$ cat src/rtl/shift_exec_stage.sv
// ---------------------------------------------------------------------------
// shift_exec_stage
//   Execute-stage shift unit for the RV32I datapath. Handles SLL/SRL/SRA in
//   register and immediate forms as a two-stage pipeline:
//     S1: operand register (operand, 5-bit shamt, decoded op, rd tag)
//     S2: result register toward writeback (out_res, out_rd, out_err)
//   Left shifts reuse the single right shifter by bit-reversing the operand
//   before it and the result after it.
//
// Handshake (both sides): a transfer happens on a rising clk edge where
//   valid && ready are both high. Valid is never withdrawn by the producer
//   before its transfer, and the payload holds stable while valid && !ready.
//   in_ready depends only on internal state and out_ready, never on in_valid.
//
// Ports
//   clk, rst_n          clock, asynchronous active-low reset
//   in_valid/in_ready   upstream handshake
//   funct3, funct7_5    shift decode (001/0 SLL, 101/0 SRL, 101/1 SRA)
//   is_imm              1: shamt from imm_shamt, 0: shamt from rs2[4:0]
//   rs1, rs2, imm_shamt operand and shift amount sources
//   rd                  destination tag carried to out_rd
//   out_valid/out_ready downstream handshake
//   out_res, out_rd     shift result and its tag
//   out_err             illegal encoding (out_res forced to 0)
// ---------------------------------------------------------------------------
module shift_exec_stage #(
  parameter real T = 0.000
) (
  input  logic        clk,
  input  logic        rst_n,
  input  logic        in_valid,
  output logic        in_ready,
  input  logic [2:0]  funct3,
  input  logic        funct7_5,
  input  logic        is_imm,
  input  logic [31:0] rs1,
  input  logic [31:0] rs2,
  input  logic [4:0]  imm_shamt,
  input  logic [4:0]  rd,
  output logic        out_valid,
  input  logic        out_ready,
  output logic [31:0] out_res,
  output logic [4:0]  out_rd,
  output logic        out_err
);

  typedef enum logic [1:0] {
    OP_SLL = 2'd0,
    OP_SRL = 2'd1,
    OP_SRA = 2'd2,
    OP_ILL = 2'd3
  } op_e;

  function automatic logic [31:0] bitrev(input logic [31:0] x);
    logic [31:0] r;
    for (int i = 0; i < 32; i++) begin
      r[i] = x[31-i];
    end
    return r;
  endfunction

  // S1 state
  logic        s1_valid;
  logic [31:0] s1_opnd;
  logic [4:0]  s1_shamt;
  op_e         s1_op;
  logic [4:0]  s1_rd;

  // Decode of the incoming operation
  op_e        dec_op;
  logic [4:0] dec_shamt;

  // Only the low five bits of rs2 form a register shift amount.
  logic unused_rs2_hi;
  assign unused_rs2_hi = ^rs2[31:5];

  always_comb begin
    dec_op = OP_ILL;
    if (funct3 == 3'b001 && !funct7_5) begin
      dec_op = OP_SLL;
    end else if (funct3 == 3'b101) begin
      dec_op = funct7_5 ? OP_SRA : OP_SRL;
    end
    dec_shamt = is_imm ? imm_shamt : rs2[4:0];
  end

  // Pipeline control
  logic accept;
  logic s2_load;

  assign in_ready = !s1_valid || !out_valid || out_ready;
  assign accept   = in_valid && in_ready;
  assign s2_load  = s1_valid && (!out_valid || out_ready);

  // Shift datapath, combinational from S1
  logic [31:0] sr_in;
  logic [31:0] sr_out;
  logic        sr_arith;
  logic [31:0] sh_res;

  always_comb begin
    sr_in    = (s1_op == OP_SLL) ? bitrev(s1_opnd) : s1_opnd;
    sr_arith = (s1_op == OP_SRA);
  end

  shift_right32 #(
    .T(T)
  ) u_shift_right32 (
    .a     (sr_in),
    .shamt (s1_shamt),
    .arith (sr_arith),
    .y     (sr_out)
  );

  always_comb begin
    sh_res = sr_out;
    if (s1_op == OP_SLL) begin
      sh_res = bitrev(sr_out);
    end else if (s1_op == OP_ILL) begin
      sh_res = 32'h0;
    end
  end

  // S1 register: a new accept always wins over draining, so S1 stays full
  // when it advances and refills in the same cycle.
  always_ff @(posedge clk or negedge rst_n) begin
    if (!rst_n) begin
      s1_valid <= 1'b0;
      s1_opnd  <= 32'h0;
      s1_shamt <= 5'd0;
      s1_op    <= OP_SLL;
      s1_rd    <= 5'd0;
    end else if (accept) begin
      s1_valid <= 1'b1;
      s1_opnd  <= rs1;
      s1_shamt <= dec_shamt;
      s1_op    <= dec_op;
      s1_rd    <= rd;
    end else if (s2_load) begin
      s1_valid <= 1'b0;
    end
  end

  // S2 register: payload only changes on a load, so it holds while stalled.
  always_ff @(posedge clk or negedge rst_n) begin
    if (!rst_n) begin
      out_valid <= 1'b0;
      out_res   <= 32'h0;
      out_rd    <= 5'd0;
      out_err   <= 1'b0;
    end else if (s2_load) begin
      out_valid <= 1'b1;
      out_res   <= sh_res;
      out_rd    <= s1_rd;
      out_err   <= (s1_op == OP_ILL);
    end else if (out_ready) begin
      out_valid <= 1'b0;
    end
  end

endmodule

// ---------------------------------------------------------------------------
// shift_right32
//   32-bit logarithmic right shifter. arith = 1 fills vacated bits with a[31],
//   arith = 0 fills with zero. T is a gate-delay annotation carried for
//   timing models; the synthesizable logic is purely combinational.
//
// Ports
//   a      operand
//   shamt  shift amount 0..31
//   arith  1: arithmetic, 0: logical
//   y      shifted result
// ---------------------------------------------------------------------------
module shift_right32 #(
  parameter real T = 0.000
) (
  input  logic [31:0] a,
  input  logic [4:0]  shamt,
  input  logic        arith,
  output logic [31:0] y
);

  if (T < 0.0) begin : g_bad_delay
    $error("shift_right32: gate delay T must be non-negative");
  end

  logic        fill;
  logic [31:0] st [6];

  assign fill  = arith & a[31];
  assign st[0] = a;

  // Stage k shifts by 2**k when shamt[k] is set.
  for (genvar k = 0; k < 5; k++) begin : g_stage
    localparam int N = 1 << k;
    assign st[k+1] = shamt[k] ? {{N{fill}}, st[k][31:N]} : st[k];
  end

  assign y = st[5];

endmodule

$ cat config.mk
export PLATFORM = sky130hd
export DESIGN_NAME = shift_exec_stage
export DESIGN_NICKNAME = d
export VERILOG_FILES = /design/src/rtl/shift_exec_stage.sv
export SDC_FILE = /design/constraint.sdc
export NUM_CORES = 1
export LEC_CHECK = 0
export ABC_AREA = 1
export CAP_MARGIN = 40
export CORE_UTILIZATION = 57
export DETAILED_ROUTE_END_ITERATION = 16
export PLACE_DENSITY_LB_ADDON = 0.15
export SLEW_MARGIN = 0
export SYNTH_ARGS = -nofsm -noshare
export SYNTH_HDL_FRONTEND = slang
export SYNTH_SLANG_ARGS = --single-unit
$ cat constraint.sdc
create_clock -name clk -period 3.6 [get_ports clk]
set_input_delay 0.36 -clock clk [delete_from_list [all_inputs] [get_ports clk]]
set_output_delay 0.36 -clock clk [all_outputs]
set_load 0.03 [all_outputs]
==> results.txt <==
status = finished clean
period utilization = 62.1%
Detailed Routing Iterations Pass 1 = 6
worst setup path class = reg2reg
Cell Count, Final, Fillers Out = 1182
ANT cells = 0
# setup viols final = 0
most frequent cells in the layout = 401 x nand2_1, 278 x nand3_1, 94 x clkdlybuf4s50_1, 84 x dfrtp_1, 48 x inv_1
I/O Buffers = 95
RD Place Congestion = 0.954
CP endpoint kind = flop
PwrDens = 564 mW/mm2
post-synthesis sequential area ratio = 33.7%
P_leak = 3.77 nW
Peak supply drop = 0.000475 V
WL final = 17000 um
RR Startpoint = s1_op[1]
Slew Limit Fails = 0
Min-Delay Path Class = reg2reg
Via Count = 6651
H-tree levels = 3
Mean Syn Cell Area = 6.33 um2
CTS max path bufs = 2
reg-to-reg slack, setup = 1.37 ns
total CTS buffers = 9
DR vias/cell = 5.63
worst skew pair latency = 0.38 ns
dpl hpwl = 12500 um
Root Buffer Master = clkbuf_8
Die W = 107 um
synthesized flop and latch total = 84
Post-Route Skew = 0.0103 ns
most common cell after layout, fill and taps aside = nand2_1
Crit. Startpoint = s1_op[1]
Max-slew headroom = 43.2%
clock sinks = 84
Mapped Cells = 986
number of synthesized flops with an enable pin = 0
Netlist cell types = 22
final hold violations = 0
max frequency = 448 MHz
Area Overhead vs Synth = 18.4%
Worst EP required = 3.87 ns
CP endpoint = out_res[4]
die area = 0.0114 mm2
Core Region = 0.0105 mm2
vias in the first global route = 6232
grt ovf = 0
Top FF cell, synth = dfrtp_1
Overall Global Routing Usage = 32.7%
Remaining DRCs = 0
initial antenna violation count = 0
Clk pin slew, worst setup/hold paths = 0.09 ns
RSZ-0062 raised after global routing = no
worst slew pin tran = 0.851 ns
final net count = 1124
DR iter-0 viols = 628
share of cells above drive strength 1 = 7.17%
Synth Cell Area = 0.00624 mm2
Post-CTS Resized = 0
Post-DRT Antenna Nets = 0
Worst Path Arrival = 2.51 ns
Reg2Reg Depth = 13
I/O pin count = 123
Max Cap Violations = 0
Die Span Y = 107 um
placed cells = 1165
Worst Setup Start Kind = flop
CTS tree = done
Mapped Nets = 1069
setup TNS = 0 ns
wire per inst = 14.4 um
Initial Utilization = 59.6%
capture point of the worst reg-to-reg path = out_res[4]
Rows = 37
first-pass GRT wire length = 29300 um
Synth async-reset ratio = 100%
yosys warns = 0
Period minus WS final = 2.23 ns
largest net degree at the start of global routing = 55
CP max FO = 42
stage by stage:
step	util, %	hold WS (ns)	power (mW)	setup WS (ns)	area (um2)
2_1_floorplan	-	0.0644	2.78	1.87	6240
3_5_place_dp	68.6	0.353	3.46	1.27	7180
5_1_grt	70.6	0.502	4.49	1.12	7390
6_report	70.6	0.479	4.17	1.37	7390
3_3_place_gp	68.0	0.458	3.42	1.08	7110
4_1_cts	70.6	0.486	4.17	1.40	7390
cell usage after synthesis (4+ instances only):
cell type	count	area share (%)
buf_4	7	0.84
buf_1	4	0.24
o211ai_1	6	0.72
dfrtp_1	84	34
clkbuf_1	17	1.0
nand3_1	278	22
inv_1	48	2.9
nor2_1	7	0.42
nand3_2	22	3.5
nand2_2	10	1.0
a21oi_1	4	0.32
mux2_2	6	1.1
nand2_1	401	24
buf_2	36	2.9
o21ai_0	46	3.7
worst min path at each step:
stage	from	end	slack [ns]	cells past startpoint
floorplan	rst_n	out_err	0.06	0
global placement	s1_valid	out_valid	0.46	2
detailed placement	rst_n	s1_opnd[28]	0.35	1
CTS	rst_n	s1_opnd[28]	0.49	2
global route	out_res[20]	out_res[20]	0.50	2
finish	out_res[12]	out_res[12]	0.48	2
area by class of cell:
| cell class | instances | area [um2] |
|---|---|---|
| inverters | 52 | 195 |
| clock buffers | 11 | 141 |
| flip-flops and latches | 84 | 2100 |
| well taps | 136 | 170 |
| repair buffers | 111 | 1110 |
| multi-input cells | 783 | 3610 |
| fillers | 947 | 3080 |
| clock inverters | 5 | 60.1 |
cells by family (layout without fill, tap and decap cells):
logic type      after synthesis  after routing  synth area share [%]
compound gates               56             56                  4.73
xor+xnor                      1              1                 0.140
buf+inv                     119            179                  8.60
flops                        84             84                  33.7
mux                           6              6                  1.08
simple gates                720            720                  51.7
registers in the layout, indices dropped and copies added, names as in the netlist:
| register | cells |
|---|---|
| out_err | 1 |
| out_valid | 1 |
| s1_opnd | 32 |
| s1_op | 2 |
| out_rd | 5 |
| s1_valid | 1 |
| out_res | 32 |
| s1_shamt | 5 |
| s1_rd | 5 |
critical path, stage by stage (launching register included):
cell and delay, ns:
dfrtp_1 0.45, inv_2 0.08, nand2_4 0.36, nand2_1 0.13
nand3_1 0.11, nand3_1 0.13, nand3_1 0.19, nand3_1 0.14
nand2_1 0.11, nand2_1 0.08, nand3_1 0.10, nand2_1 0.09
nand2_1 0.07, nand2_1 0.07
power by group:
part           internal [mW]  switching [mW]
clock network          0.342           0.360
logic                  0.775            1.41
registers               1.14           0.136
total                   2.26            1.91
metal layers:
layer / up-vias / routed length [um] / global-route usage, %
li1: 3337 / - / -
met1: 2998 / 7700 / 43.3
met2: 264 / 7590 / 51.1
met3: 52 / 1000 / 5.96
met4: 0 / 749 / 16.6
met5: - / 0 / 0
repair_timing:
item                                   in CTS  in global routing
buffers inserted                            0                  0
endpoints found under the hold margin      35                  0
hold buffers                                1                  0
Note: power is estimated with default switching activity, not from simulation.
